==> config.mk <==
export PLATFORM = sky130hd
export DESIGN_NAME = lcd_hd44780_ctrl_flat
export DESIGN_NICKNAME = d
export VERILOG_FILES = /design/src/rtl/lcd_hd44780_ctrl_if.sv /design/src/rtl/lcd_hd44780_ctrl.sv /design/src/flat_wrapper.sv
export SDC_FILE = /design/constraint.sdc
export NUM_CORES = 1
export LEC_CHECK = 0
export ABC_AREA = 0
export CAP_MARGIN = 25
export CORE_MARGIN = 2
export CORE_UTILIZATION = 59
export DETAILED_ROUTE_END_ITERATION = 16
export GPL_ROUTABILITY_DRIVEN = 0
export PLACE_DENSITY_LB_ADDON = 0.12
export SYNTH_ARGS = -nofsm -noshare
export SYNTH_HDL_FRONTEND = slang
export SYNTH_SLANG_ARGS = --single-unit
==> constraint.sdc <==
create_clock -name clk -period 2.99 [get_ports clk]
set_input_delay 0.299 -clock clk [delete_from_list [all_inputs] [get_ports clk]]
set_output_delay 0.299 -clock clk [all_outputs]
set_load 0.03 [all_outputs]
==> src/rtl/lcd_hd44780_ctrl_if.sv <==
// Byte request channel from the display logic into the HD44780 controller.
// The master offers a command/data byte; the slave (controller) accepts it
// on a clock edge where in_valid and in_ready are both high.
interface lcd_hd44780_ctrl_if;
  logic       in_valid;
  logic       in_ready;
  logic       in_rs;
  logic [7:0] in_data;

  modport master (output in_valid, output in_rs, output in_data, input in_ready);
  modport slave  (input in_valid, input in_rs, input in_data, output in_ready);
endinterface

==> src/rtl/lcd_hd44780_ctrl.sv <==
// HD44780-compatible character LCD controller: self-initialising, write-only,
// fixed busy waits (the busy flag is never read), 4- or 8-bit bus.
// The LCD pins are registered from the FSM state, so they trail it by one
// cycle: data/rs appear one cycle after SETUP is entered and lcd_en is high
// for the EN_HIGH_CYC cycles following EN_HI entry + 1.
module lcd_hd44780_ctrl #(
  parameter int BUS_WIDTH      = 8,
  parameter int EN_HIGH_CYC    = 12,
  parameter int EN_LOW_CYC     = 25,
  parameter int CMD_WAIT_CYC   = 2000,
  parameter int CLR_WAIT_CYC   = 82000,
  parameter int WAKE_WAIT_CYC  = 205000,
  parameter int PWRUP_WAIT_CYC = 750000
) (
  input  logic                  clk,
  input  logic                  rst,
  lcd_hd44780_ctrl_if.slave     in_if,
  output logic                  init_done,
  output logic [BUS_WIDTH-1:0]  lcd_data,
  output logic                  lcd_rs,
  output logic                  lcd_rw,
  output logic                  lcd_en
);

  localparam int MAX_A    = (EN_HIGH_CYC > EN_LOW_CYC) ? EN_HIGH_CYC : EN_LOW_CYC;
  localparam int MAX_B    = (CMD_WAIT_CYC > CLR_WAIT_CYC) ? CMD_WAIT_CYC : CLR_WAIT_CYC;
  localparam int MAX_C    = (WAKE_WAIT_CYC > PWRUP_WAIT_CYC) ? WAKE_WAIT_CYC : PWRUP_WAIT_CYC;
  localparam int MAX_AB   = (MAX_A > MAX_B) ? MAX_A : MAX_B;
  localparam int MAX_WAIT = (MAX_AB > MAX_C) ? MAX_AB : MAX_C;
  localparam int CW       = $clog2(MAX_WAIT) + 1;

  localparam logic [CW-1:0] PWRUP_LAST  = CW'(PWRUP_WAIT_CYC - 1);
  localparam logic [CW-1:0] EN_HI_LOAD  = CW'(EN_HIGH_CYC - 1);
  localparam logic [CW-1:0] EN_LO_LOAD  = CW'(EN_LOW_CYC - 1);
  localparam logic [CW-1:0] CMD_LOAD    = CW'(CMD_WAIT_CYC - 1);
  localparam logic [CW-1:0] CLR_LOAD    = CW'(CLR_WAIT_CYC - 1);
  localparam logic [CW-1:0] WAKE_LOAD   = CW'(WAKE_WAIT_CYC - 1);
  // 8-bit init has 8 ROM entries, 4-bit has 9 (extra single 0x2 nibble)
  localparam logic [3:0]    LAST_IDX    = (BUS_WIDTH == 8) ? 4'd7 : 4'd8;

  typedef enum logic [2:0] {
    PWRUP, INIT_LOAD, SETUP, EN_HI, EN_LO, NIB2, WAIT, IDLE
  } state_t;

  state_t         state_q, state_d;
  logic [CW-1:0]  cnt_q, cnt_d;
  logic [7:0]     byte_q, byte_d;
  logic           rs_q, rs_d;
  logic           single_q, single_d;   // strobe only the high nibble (4-bit wake-up writes)
  logic           wake_q, wake_d;       // this write is an init wake-up: use the long wait
  logic           nib_q, nib_d;         // 0: high nibble on the bus, 1: low nibble
  logic [3:0]     idx_q, idx_d;
  logic           init_done_q, init_done_d;
  logic           lcd_en_q, lcd_rs_q;
  logic [BUS_WIDTH-1:0] lcd_data_q;
  logic [BUS_WIDTH-1:0] bus_val;
  logic [CW-1:0]  wait_load;

  // Init ROM; single-nibble 4-bit entries keep the nibble in bits 7:4
  function automatic logic [7:0] rom_byte(input logic [3:0] idx);
    logic [7:0] b;
    b = 8'h0C;
    if (BUS_WIDTH == 8) begin
      case (idx)
        4'd0, 4'd1, 4'd2: b = 8'h30;
        4'd3:             b = 8'h38;
        4'd4:             b = 8'h08;
        4'd5:             b = 8'h01;
        4'd6:             b = 8'h06;
        default:          b = 8'h0C;
      endcase
    end else begin
      case (idx)
        4'd0, 4'd1, 4'd2: b = 8'h30;
        4'd3:             b = 8'h20;
        4'd4:             b = 8'h28;
        4'd5:             b = 8'h08;
        4'd6:             b = 8'h01;
        4'd7:             b = 8'h06;
        default:          b = 8'h0C;
      endcase
    end
    return b;
  endfunction

  generate
    if (BUS_WIDTH == 8) begin : g_bus8
      assign bus_val = byte_q;
    end else if (BUS_WIDTH == 4) begin : g_bus4
      assign bus_val = nib_q ? byte_q[3:0] : byte_q[7:4];
    end else begin : g_bad_width
      $error("lcd_hd44780_ctrl: BUS_WIDTH must be 4 or 8");
    end
  endgenerate

  // Select the post-write wait: wake-up, Clear/Return Home, or normal
  always_comb begin
    wait_load = CMD_LOAD;
    if (wake_q)
      wait_load = WAKE_LOAD;
    else if (!rs_q && (byte_q[7:2] == 6'd0) && (byte_q != 8'd0))
      wait_load = CLR_LOAD;
  end

  // Next-state logic: power-up wait, init ROM walk, strobe sequencing, waits
  always_comb begin
    state_d     = state_q;
    cnt_d       = cnt_q;
    byte_d      = byte_q;
    rs_d        = rs_q;
    single_d    = single_q;
    wake_d      = wake_q;
    nib_d       = nib_q;
    idx_d       = idx_q;
    init_done_d = init_done_q;
    case (state_q)
      PWRUP: begin
        // counter starts cleared by reset, so this one counts up
        if (cnt_q == PWRUP_LAST) begin
          state_d = INIT_LOAD;
          cnt_d   = '0;
        end else begin
          cnt_d = cnt_q + CW'(1);
        end
      end
      INIT_LOAD: begin
        byte_d   = rom_byte(idx_q);
        rs_d     = 1'b0;
        single_d = (BUS_WIDTH == 4) && (idx_q < 4'd4);
        wake_d   = (idx_q < 4'd3);
        nib_d    = 1'b0;
        state_d  = SETUP;
        cnt_d    = CW'(1);
      end
      IDLE: begin
        if (in_if.in_valid) begin
          byte_d   = in_if.in_data;
          rs_d     = in_if.in_rs;
          single_d = 1'b0;
          wake_d   = 1'b0;
          nib_d    = 1'b0;
          state_d  = SETUP;
          cnt_d    = CW'(1);
        end
      end
      SETUP: begin
        if (cnt_q == '0) begin
          state_d = EN_HI;
          cnt_d   = EN_HI_LOAD;
        end else begin
          cnt_d = cnt_q - CW'(1);
        end
      end
      EN_HI: begin
        if (cnt_q == '0) begin
          state_d = EN_LO;
          cnt_d   = EN_LO_LOAD;
        end else begin
          cnt_d = cnt_q - CW'(1);
        end
      end
      EN_LO: begin
        if (cnt_q == '0) begin
          if ((BUS_WIDTH == 4) && !single_q && !nib_q) begin
            state_d = NIB2;
            nib_d   = 1'b1;
          end else begin
            state_d = WAIT;
            cnt_d   = wait_load;
          end
        end else begin
          cnt_d = cnt_q - CW'(1);
        end
      end
      NIB2: begin
        // NIB2 is the first of the two setup cycles for the low nibble
        state_d = SETUP;
        cnt_d   = '0;
      end
      WAIT: begin
        if (cnt_q == '0) begin
          if (!init_done_q) begin
            if (idx_q == LAST_IDX) begin
              state_d     = IDLE;
              init_done_d = 1'b1;
            end else begin
              idx_d   = idx_q + 4'd1;
              state_d = INIT_LOAD;
            end
          end else begin
            state_d = IDLE;
          end
        end else begin
          cnt_d = cnt_q - CW'(1);
        end
      end
      default: state_d = PWRUP;
    endcase
  end

  // State and datapath registers
  always_ff @(posedge clk or negedge rst) begin
    if (!rst) begin
      state_q     <= PWRUP;
      cnt_q       <= '0;
      byte_q      <= '0;
      rs_q        <= 1'b0;
      single_q    <= 1'b0;
      wake_q      <= 1'b0;
      nib_q       <= 1'b0;
      idx_q       <= '0;
      init_done_q <= 1'b0;
    end else begin
      state_q     <= state_d;
      cnt_q       <= cnt_d;
      byte_q      <= byte_d;
      rs_q        <= rs_d;
      single_q    <= single_d;
      wake_q      <= wake_d;
      nib_q       <= nib_d;
      idx_q       <= idx_d;
      init_done_q <= init_done_d;
    end
  end

  // LCD pin registers; rs/data only move during setup so they stay put around en
  always_ff @(posedge clk or negedge rst) begin
    if (!rst) begin
      lcd_en_q   <= 1'b0;
      lcd_rs_q   <= 1'b0;
      lcd_data_q <= '0;
    end else begin
      lcd_en_q <= (state_q == EN_HI);
      if ((state_q == SETUP) || (state_q == NIB2)) begin
        lcd_rs_q   <= rs_q;
        lcd_data_q <= bus_val;
      end
    end
  end

  assign in_if.in_ready = (state_q == IDLE);
  assign init_done      = init_done_q;
  assign lcd_en         = lcd_en_q;
  assign lcd_rs         = lcd_rs_q;
  assign lcd_data       = lcd_data_q;
  assign lcd_rw         = 1'b0;

endmodule

==> src/flat_wrapper.sv <==
// flat-port wrapper written by rule: the top's interface ports become plain ports
module lcd_hd44780_ctrl_flat 
#(
  parameter int BUS_WIDTH      = 8,
  parameter int EN_HIGH_CYC    = 12,
  parameter int EN_LOW_CYC     = 25,
  parameter int CMD_WAIT_CYC   = 2000,
  parameter int CLR_WAIT_CYC   = 82000,
  parameter int WAKE_WAIT_CYC  = 205000,
  parameter int PWRUP_WAIT_CYC = 750000
)
  (clk, rst, init_done, lcd_data, lcd_rs, lcd_rw, lcd_en, in_if_in_valid, in_if_in_rs, in_if_in_data, in_if_in_ready);
  lcd_hd44780_ctrl_if in_if_i ();
  input  logic clk;
  input  logic rst;
  output logic init_done;
  output logic [BUS_WIDTH-1:0] lcd_data;
  output logic lcd_rs;
  output logic lcd_rw;
  output logic lcd_en;
  input wire logic [$bits(in_if_i.in_valid)-1:0] in_if_in_valid;
  input wire logic [$bits(in_if_i.in_rs)-1:0] in_if_in_rs;
  input wire logic [$bits(in_if_i.in_data)-1:0] in_if_in_data;
  output wire logic [$bits(in_if_i.in_ready)-1:0] in_if_in_ready;
  assign in_if_i.in_valid = in_if_in_valid;
  assign in_if_i.in_rs = in_if_in_rs;
  assign in_if_i.in_data = in_if_in_data;
  assign in_if_in_ready = in_if_i.in_ready;
  lcd_hd44780_ctrl #(.BUS_WIDTH(BUS_WIDTH), .EN_HIGH_CYC(EN_HIGH_CYC), .EN_LOW_CYC(EN_LOW_CYC), .CMD_WAIT_CYC(CMD_WAIT_CYC), .CLR_WAIT_CYC(CLR_WAIT_CYC), .WAKE_WAIT_CYC(WAKE_WAIT_CYC), .PWRUP_WAIT_CYC(PWRUP_WAIT_CYC)) u_core (.clk(clk), .rst(rst), .in_if(in_if_i), .init_done(init_done), .lcd_data(lcd_data), .lcd_rs(lcd_rs), .lcd_rw(lcd_rw), .lcd_en(lcd_en));
endmodule
=== Word level (Yosys, flattened, before mapping) ===
Cells that the tools add are included.

* Word-level logic and storage cells: 82
* Input bits: 12
* Bits in registers: 49

* Equality and inequality tests: 22
* Magnitude comparators: 1
* Bitwise operators: 2
* $add $sub $neg: 3
* Mux-type cells: 27
* Reductions and logical operators: 17

{| class="wikitable"
|+ Operators with widths
! kind !! number
|-
| $pmux W21 S8 || 1
|-
| $mux W21 || 6
|-
| $pmux W6 S5 || 1
|-
| $mux W3 || 8
|-
| $add A21 B1 Y21 const B || 1
|-
| $eq A21 B20 Y1 const B || 1
|-
| $logic_not A21 Y1 || 1
|-
| $pmux W3 S7 || 1
|-
| $sub A21 B1 Y21 const B || 1
|-
| $mux W18 || 1
|-
| $mux W17 || 1
|-
| $eq A4 B3 Y1 const B || 4
|-
| $pmux W8 S2 || 1
|-
| $eq A3 B3 Y1 const B || 4
|-
| $ne A2 B1 Y1 const B || 5
|-
| $eq A4 B2 Y1 const B || 2
|-
| $mux W8 || 1
|-
| $reduce_bool A8 Y1 || 1
|-
| $eq A3 B2 Y1 const B || 2
|-
| $logic_not A6 Y1 || 1
|-
| $reduce_and A2 Y1 || 3
|-
| $reduce_and A6 Y1 || 1
|-
| $add A4 B1 Y4 const B || 1
|-
| $eq A4 B1 Y1 const B || 1
|-
| other kinds (15) || 22
|}

=== Depth between registers and ports, before layout ===
Gate-level depths: netlist of the first run.

* Depth in word-level cells: 7
* Mapped depth: 10
* Gate-level depth less buffers: 8

=== Worst setup path after synthesis of the first run ===
Ideal clock, no wire load.

* Path type: reg2reg
* Start point: register u_core.cnt_q[0]
* End point: register u_core.cnt_q[11]
* Data arrival time: 2.109 ns
* Cell stages (with the launch flop): 10
* Path slack: 0.757 ns
* Period minus slack after synthesis: 2.233 ns
* Cell sequence: dfrtp_1 inv_1 ha_1 nor3b_2 and3_1 buf_2 a31o_2 clkbuf_1 o31a_1 a211o_1

* Longest elaborated chain between the ends: 3
* Elaborated cells on any way between the ends: 12

{| class="wikitable"
|+ Ends and longest elaborated chain
! what !! line !! text
|-
| start, declared || lcd_hd44780_ctrl.sv:46 || <nowiki>logic [CW-1:0] cnt_q, cnt_d;</nowiki>
|-
| start signal, assigned || lcd_hd44780_ctrl.sv:215 || <nowiki>cnt_q <= cnt_d;</nowiki>
|-
| $sub A21 B1 Y21 (tied with other cells) || -- ||
|-
| $mux W21 (tied with other cells) || lcd_hd44780_ctrl.sv:181 || <nowiki>if (cnt_q == '0) begin</nowiki>
|-
| $pmux W21 S8 / $reduce_and A2 Y1 (equally long branches) || -- ||
|}

Several ways; a longest one is shown, not always the timed one. The select of a mux whose other input is x is not followed.
A chain may end at the register's enable or synchronous reset.

=== Worst setup path after layout of the first run ===
* Start point: register u_core.cnt_q[0]
* End point: register u_core.cnt_q[15]

The elaborated chain is that of the path after synthesis.

==> results of run 1 <==
cells in the final DEF, fill, tap and decap left out, types with 6 or more instances in the layout:
cell / n
nand2_1: 37
nand4_1: 7
ha_1: 6
nor2b_1: 6
nand3_1: 18
a31oi_1: 12
a21oi_1: 32
nor4_1: 9
clkdlybuf4s50_1: 22
or3_1: 6
mux2_2: 10
nor3_1: 24
nand2b_1: 6
xnor2_1: 8
dfrtp_1: 49
buf_4: 17
and3_1: 7
nor2_1: 48
o21ai_0: 18
inv_1: 8
final cells by class:
class                           instances  area (um^2)
Multi-Input combinational cell        325         1970
Timing Repair Buffer                   40          353
Inverter                                8         30.0
Clock inverter                          2         16.3
Fill cell                             453         1750
Sequential cell                        49         1230
Tap cell                               72         90.1
Clock buffer                            5         68.8
cell usage after synthesis (3+ instances only):
cell | number | share of area, %
nor4_1 | 9 | 1.7
or3_1 | 6 | 1.1
ha_1 | 6 | 2.2
o31a_1 | 3 | 0.78
a211oi_1 | 5 | 1.1
xnor2_1 | 8 | 2.1
o22ai_1 | 5 | 0.92
and3_1 | 7 | 1.3
a32o_1 | 3 | 0.89
o211ai_1 | 5 | 1.1
nor2b_1 | 6 | 1.1
inv_1 | 8 | 0.89
nand4_1 | 7 | 1.3
dfrtp_1 | 49 | 36
clkbuf_1 | 19 | 2.1
nand3_1 | 18 | 2.7
nor2_1 | 48 | 5.3
o311ai_0 | 3 | 0.78
nand2b_1 | 6 | 1.1
a31oi_1 | 12 | 2.2
nor3_1 | 24 | 3.6
a21oi_1 | 32 | 4.7
mux2_2 | 10 | 3.3
o21ai_1 | 5 | 0.74
o21ai_0 | 18 | 2.7
buf_2 | 7 | 1.0
nand2_1 | 37 | 4.1
xor2_1 | 3 | 0.78
state kept, by name, summed over array words and instances, names as in the netlist:
name              flops
u_core.cnt_q         21
u_core.state_q        3
u_core.lcd_rs         1
u_core.wake_q         1
u_core.init_done      1
u_core.lcd_data       8
u_core.rs_q           1
u_core.lcd_en         1
u_core.idx_q          4
u_core.bus_val        8
critical path, stage by stage, from the launching register on:
cell and delay, ns:
dfrtp_1 0.47, inv_1 0.15, ha_1 0.24, nor3b_2 0.38, and3_1 0.39, a31oi_1 0.33, o211a_1 0.25, and3_1 0.18
a211oi_1 0.19
per-layer routing:
metal / wire length, um / vias up
met3: 895 / 26
met1: 4000 / 1591
met4: 216 / 0
li1: - / 1547
met5: 0 / -
met2: 4000 / 202
report_power, final:
part | internal, mW | leakage, nW | switching (mW) | total [mW]
sequential | 0.662 | 0.638 | 0 | 0.662
clock | 0.162 | 0.0402 | 0.239 | 0.401
combinational | 0.0141 | 0.865 | 0.0187 | 0.0328
path summary, 6_finish.rpt:
kind | from | end | slack (ns) | cells after the start
max | u_core.cnt_q[0] | u_core.cnt_q[15] | 0.33 | 8
min | rst | u_core.lcd_data[7] | 0.06 | 1
max reg2reg | u_core.cnt_q[0] | u_core.cnt_q[15] | 0.33 | 8
min reg2reg | u_core.init_done | u_core.init_done | 0.51 | 1
max in group asynchronous | rst | u_core.cnt_q[13] | 2.21 | 2
min in group clk | u_core.init_done | u_core.init_done | 0.51 | 1
metrics by stage:
step / cells / power [mW]
6_report: 501 / 1.10
5_1_grt: 501 / 1.12
4_1_cts: 501 / 1.10
3_5_place_dp: 494 / 0.709
3_3_place_gp: 494 / 0.708
2_1_floorplan: 412 / 0.681
logic make-up (layout without fill, tap and decap cells):
family,Yosys count,count (layout),share of synthesized area [%]
AND/OR/NAND/NOR,181,181,27.0
AO/OA/AOI/OAI,115,115,22.6
flip-flops,49,49,36.3
buffers and inverters,38,55,5.36
XOR/XNOR,11,11,2.85
multiplexers,11,11,3.63
adder cells (fa/ha/maj),6,6,2.22
other,1,1,0.111
==> results_dict.tcl, run 1 <==
set metrics [dict create \
    cts-htree-levels 2 \
    cts_root_buf "clkbuf_8" \
    cts_buffers 5 \
    period_minus_slack_ns 2.66 \
    finClkSkew_ns 0.00919 \
    fp.coreArea_um2 5510 \
    layout-drive-gt1-share_pct 10.0 \
    insertion_delay_ns 0.31 \
    overflow 0 \
    crit_fanout 7 \
    outcome "completed" \
    clk_pin_slew_ns 0.10 \
    cp-end-kind "register" \
    dr_total_vias 3366 \
    grt.total_usage_pct 30.5 \
    avgSynthCellArea_um2 8.21 \
    firstDrtPassIters 6 \
    die_area_um2 6350 \
    core.rowCount 27 \
    synth.ff_latch_count 49 \
    start_util_pct 61.4 \
    drv_slew 0 \
    synth-edff-count 0 \
    worstMarginPinSlew_ns 0.786 \
    fmax_ghz 0.375 \
    cts_hold_buf 0 \
    fp.dieW_um 79.7 \
    yosysSeqAreaShare_pct 36.3 \
    io_buffers 23 \
    arrival_ns 2.89 \
    grt_pass1_vias 3037 \
    use_met1_pct 45.2 \
    met2_usage_pct 45.0 \
    final_area_um2 3760 \
    worstSetupPathType "reg2reg" \
    crit_required_ns 3.21 \
    ant_nets 0 \
    antennaDiodeCount 0 \
    relSlewSlack_pct 47.6 \
    worst_slack_ns 0.326 \
    crit_path_start_kind "register" \
    grt.busiest_layer "met1" \
    dp_slack_ns 0.453 \
    cts.sinks 49 \
    hpwl_um 6670 \
    syn-num-nets 430 \
    nets 447 \
    synthArstFlopShare_pct 100 \
    yosys_warnings 0 \
    die_h_um 79.7 \
    clockBufferDepth 2 \
    timing.hold.ws_ns 0.0571 \
    syn_area_um2 3380 \
    use_met3_pct 6.00 \
    powerDensity_nw_per_um2 291 \
    finalSetupViolCount 0 \
    drc_errors 0 \
    cts_setup_buffers 0 \
    grt_max_degree 35 \
    grt_pass1_wl_um 15100 \
    fin_tns_setup_ns 0 \
    cts_resized 0 \
    utilization_pct 68.3 \
    viasPerCell 6.72 \
    hp-class "in2async" \
    antenna_found_initial 0 \
    wirelength_um 9110 \
    wl_per_cell_um 18.2 \
    io-pin-count 25 \
    tritoncts "done" \
    rsz0062_at_grt "false" \
    maxCapViolCount 0 \
    drtIter0Drc 445 \
    synth_ff_type "dfrtp_1" \
    ir_drop_mv 0.294 \
    place_area_um2 3670 \
    finalHoldViolations 0 \
    p_leak_nw 1.54 \
    synth_cells 412 \
    ys_types 63 \
    min_period_over_period_pct 89.1 \
    area_growth_pct 11.1 \
]
Power figures use the tool's default switching activity.
==> run 2: changes to the inputs <==
--- a/config.mk
+++ b/config.mk
@@ -7,6 +7,7 @@
 export LEC_CHECK = 0
 export ABC_AREA = 0
 export CAP_MARGIN = 25
+export CORE_ASPECT_RATIO = 0.7
 export CORE_MARGIN = 2
 export CORE_UTILIZATION = 59
 export DETAILED_ROUTE_END_ITERATION = 16
==> run 2 against run 1 <==
Against the previous run:
- combinational power is 15% higher
- critical endpoint unchanged
- clock power is 24% higher
- design area is 2.1% higher
- first-iteration DRC count is 16% higher
==> results_dict.tcl, run 2 (synthesis gave the netlist of run 1 again) <==
set metrics [dict create \
    io_buffers 23 \
    dr_total_vias 3350 \
    min_period_over_period_pct 91.7 \
    fill_cells 478 \
    insertion_delay_ns 0.32 \
    grt.total_usage_pct 31.4 \
    fp.dieW_um 94.5 \
    cts_resized 0 \
    finalHoldViolations 0 \
    cts_buffers 5 \
    regMostFlops "u_core.cnt_q" \
    rsz0062_at_grt "false" \
    relSlewSlack_pct 39.8 \
    io-pin-count 25 \
    finClkSkew_ns 0.0152 \
    drtIter0Drc 518 \
    clk_pin_slew_ns 0.10 \
    crit_required_ns 3.22 \
    fmax_ghz 0.365 \
    wirelength_um 9530 \
    cts.sinks 49 \
    largest_reg_flops 21 \
    fin_tns_setup_ns 0 \
    cp-end-kind "register" \
    hpwl_um 6890 \
    cts-htree-levels 2 \
    grt_pass1_vias 2927 \
    drc_errors 0 \
    dp_slack_ns 0.357 \
    cts_setup_buffers 0 \
    post-place-cells 500 \
    finalSetupViolCount 0 \
    layout-drive-gt1-share_pct 10.8 \
    powerDensity_nw_per_um2 312 \
    clockBufferDepth 2 \
    firstDrtPassIters 6 \
    die_h_um 67.3 \
    ant_nets 0 \
    worstMarginPinSlew_ns 0.899 \
    grt_pass1_wl_um 15300 \
    crit_fanout 8 \
    period_minus_slack_ns 2.74 \
    ir_drop_mv 0.156 \
    hp-class "reg2reg" \
    die_area_um2 6360 \
    place_area_um2 3710 \
    wl_per_cell_um 18.7 \
    final_area_um2 3840 \
    worstSetupPathType "reg2reg" \
    multi_input_area_um2 1970 \
    p_leak_nw 1.58 \
    fp.coreArea_um2 5640 \
    outcome "completed" \
    overflow 0 \
    layout_common_cells "49 x dfrtp_1, 48 x nor2_1, 37 x nand2_1" \
    utilization_pct 68.0 \
    viasPerCell 6.58 \
    cts_root_buf "clkbuf_8" \
    tritoncts "done" \
    antenna_found_initial 0 \
    final_cells 509 \
    drv_slew 0 \
    start_util_pct 60.0 \
    core.rowCount 23 \
    grt_max_degree 27 \
    seqCellArea_um2 1230 \
    area_growth_pct 13.5 \
    nets 451 \
    maxCapViolCount 0 \
    worst_slack_ns 0.249 \
    arrival_ns 2.97 \
    final_common_cell "dfrtp_1" \
    antennaDiodeCount 0 \
    crit_path_start_kind "register" \
]
run 2: layer usage:
| layer | GRT usage, % | wire (um) | vias up |
|---|---|---|---|
| li1 | - | - | 1556 |
| met1 | 48.1 | 4340 | 1553 |
| met2 | 44.5 | 3900 | 214 |
| met3 | 8.48 | 1110 | 27 |
| met4 | 5.98 | 177 | 0 |
| met5 | 0 | 0 | - |
run 2: what timing repair did:
action	in CTS	in global routing
hold endpoints to repair	20	0
endpoints found under the setup margin	0	0
hold buffers	1	0
run 2: final timing paths:
path                                        from                to  slack (ns)  depth (start not counted)
worst max-delay path             u_core.cnt_q[0]  u_core.cnt_q[15]        0.25                          8
worst min-delay path            u_core.init_done  u_core.init_done        0.50                          1
worst max register to register   u_core.cnt_q[0]  u_core.cnt_q[15]        0.25                          8
worst min register to register  u_core.init_done  u_core.init_done        0.50                          1
max in group asynchronous                    rst   u_core.idx_q[2]        1.87                          3
min in group asynchronous                    rst   u_core.cnt_q[4]        0.55                          2
run 2: worst max-delay path: stages, from the launching register on:
cell      delay [ns]
dfrtp_1         0.47
inv_1           0.16
ha_1            0.24
nor3b_2         0.39
and3_1          0.39
a31oi_1         0.37
o211a_1         0.26
and3_1          0.17
a211oi_1        0.20
run 2: final cells by class:
cell class,instances,area share [%]
tap,75,2.45
timing repair buffer,44,10.4
clock inverter,3,1.21
clock buffer,5,1.79
inverter,8,0.783
sequential,49,32.0
multi-input combinational,325,51.5
run 2: metrics by stage:
| step | power [mW] | hold WS, ns |
|---|---|---|
| after CTS | 1.20 | 0.506 |
| final | 1.20 | 0.501 |
| after floorplan | 0.681 | 0.00341 |
| after global placement | 0.709 | 0.479 |
| after global routing | 1.23 | 0.532 |
| after detailed placement | 0.713 | 0.337 |
run 2: power by group:
group	switching (mW)	internal (mW)	total (mW)
sequential	0	0.662	0.662
clock	0.248	0.251	0.499
combinational	0.0202	0.0176	0.0378
==> run 3: changes to the inputs <==
--- a/config.mk
+++ b/config.mk
@@ -6,10 +6,9 @@
 export NUM_CORES = 1
 export LEC_CHECK = 0
 export ABC_AREA = 0
-export CAP_MARGIN = 25
 export CORE_ASPECT_RATIO = 0.7
 export CORE_MARGIN = 2
-export CORE_UTILIZATION = 59
+export CORE_UTILIZATION = 64
 export DETAILED_ROUTE_END_ITERATION = 16
 export GPL_ROUTABILITY_DRIVEN = 0
 export PLACE_DENSITY_LB_ADDON = 0.12
==> constraint.sdc (replaced) <==
create_clock -name clk -period 3.2 [get_ports clk]
set_input_delay 0.32 -clock clk [delete_from_list [all_inputs] [get_ports clk]]
set_output_delay 0.32 -clock clk [all_outputs]
set_load 0.03 [all_outputs]
==> run 3 against run 2 <==
Against the previous run:
- the run now ends with hold timing left
- die area is 7.4% lower
- worst setup slack better by 0.11 ns
- utilization is 5.2 points higher
- wire length up 0.72%
- combinational power decreased by 14%
- global-route usage rose by 2.7 points
- final cell count shrank 2.0%
- non-clock buffer count is 7 lower
- largest cell class unchanged
- highest routed layer unchanged
==> results_dict.tcl, run 3 (synthesis gave the netlist of run 1 again) <==
set metrics [dict create \
    outcome "complete, but fails checks" \
    violations "hold timing" \
    dp_slack_ns 0.529 \
    utilization_pct 73.2 \
    grt.total_usage_pct 34.0 \
    drc_errors 0 \
    antenna_found_initial 0 \
    worstSetupPathType "reg2reg" \
    worstRegToRegCells 7 \
    layout-drive-gt1-share_pct 9.60 \
    antennaDiodeCount 0 \
    core.rowCount 22 \
    cts.sinks 49 \
    grt_max_degree 27 \
    cts_hold_buf 0 \
    r2r_start "u_core.cnt_q[0]" \
    p_leak_nw 1.56 \
    drv_slew 0 \
    finalSetupViolCount 0 \
    nets 444 \
    grt.busiest_layer "met1" \
    wirelength_um 9600 \
    cts_buffers 5 \
    maxCapViolCount 0 \
    relSlewSlack_pct 33.9 \
    largest_reg_flops 21 \
    use_met1_pct 50.1 \
    io-pin-count 25 \
    area_growth_pct 12.0 \
    fin_tns_setup_ns 0 \
    use_met3_pct 10.0 \
    finClkSkew_ns 0.00772 \
    crit_fanout 8 \
    hpwl_um 6840 \
    crit_required_ns 3.39 \
    wl_per_cell_um 19.2 \
    insertion_delay_ns 0.32 \
    finalHoldViolations 11 \
    powerDensity_nw_per_um2 316 \
    cts-htree-levels 2 \
    grt_pass1_vias 3082 \
    met2_usage_pct 48.5 \
    hp-class "in2async" \
    viasPerCell 6.85 \
    layout_common_cells "49 x dfrtp_1, 48 x nor2_1, 37 x nand2_1" \
    overflow 0 \
    fmax_ghz 0.352 \
    start_util_pct 65.4 \
    die_area_um2 5890 \
    period_minus_slack_ns 2.84 \
    timing.hold.ws_ns -0.00487 \
    worst_slack_ns 0.356 \
    ir_drop_mv 0.255 \
    firstDrtPassIters 8 \
    die_h_um 64.8 \
    final_common_cell "dfrtp_1" \
    crit_path_start_kind "register" \
    clk_pin_slew_ns 0.10 \
    io_buffers 23 \
    ant_nets 0 \
    grt_pass1_wl_um 15600 \
    cts_setup_buffers 0 \
    fp.dieW_um 90.9 \
    min_period_over_period_pct 88.9 \
    clockBufferDepth 2 \
    rsz0062_at_grt "false" \
    cts_root_buf "clkbuf_8" \
    drtIter0Drc 639 \
    crit_start "u_core.cnt_q[0]" \
    cp-end-kind "register" \
    worstMarginPinSlew_ns 0.988 \
    arrival_ns 3.03 \
    regMostFlops "u_core.cnt_q" \
    fp.coreArea_um2 5170 \
    total_power_mw 1.20 \
    dr_total_vias 3417 \
    cts_resized 0 \
    tritoncts "done" \
]
==> run 3: cell count changes in the layout (fill, tap and decap cells not counted) <==
cell           delta
dlygate4sd3_1     -1
buf_12            -1
clkinv_4          -1
buf_4             -5
inv_6             +1
clkinvlp_4        -1
bufinv_16         +1
==> run 3: metrics by stage <==
step	hold WS (ns)	instance area, um^2	std cells
5_1_grt	0.0278	3790	499
2_1_floorplan	0.0244	3380	412
4_1_cts	0.0184	3790	499
3_5_place_dp	0.363	3650	491
6_report	-0.00487	3790	499
3_3_place_gp	0.359	3650	491
==> run 3: power breakdown <==
part	internal (mW)	switching, mW	leakage, nW	total [mW]
Clock	0.315	0.230	0.0687	0.545
Combinational	0.0140	0.0184	0.851	0.0324
Sequential	0.619	0	0.638	0.619
Total	0.947	0.249	1.56	1.20
==> run 3: worst max-delay path, stage by stage, from the launching register on <==
cell and delay, ns:
dfrtp_1 0.46, inv_1 0.13, ha_1 0.25, nor3b_2 0.21, and3_1 0.30, a31oi_1 0.78
o311ai_0 0.36, a2bb2oi_1 0.22
==> run 3: final cells by class <==
class	instances	area, um^2
inverter	8	30.0
timing repair buffer	37	330
clock buffer	5	68.8
tap	72	90.1
sequential	49	1230
multi-input combinational	325	1970
clock inverter	3	68.8
fill	420	1390
==> run 3: layer usage <==
| layer | share of wire (%) | wire [um] |
|---|---|---|
| met5 | 0 | 0 |
| met4 | 2.1 | 204 |
| met3 | 12 | 1140 |
| met2 | 41 | 3940 |
| met1 | 45 | 4310 |
==> run 3: path summary, 6_finish.rpt <==
check | slack (ns) | to
worst max-delay path | 0.36 | u_core.cnt_q[1]
worst min-delay path | -0.005 | u_core.cnt_q[7]
worst max register to register | 0.36 | u_core.cnt_q[1]
worst min register to register | 0.50 | u_core.init_done
max in group asynchronous | 2.44 | u_core.bus_val[1]
min in group clk | 0.50 | u_core.init_done
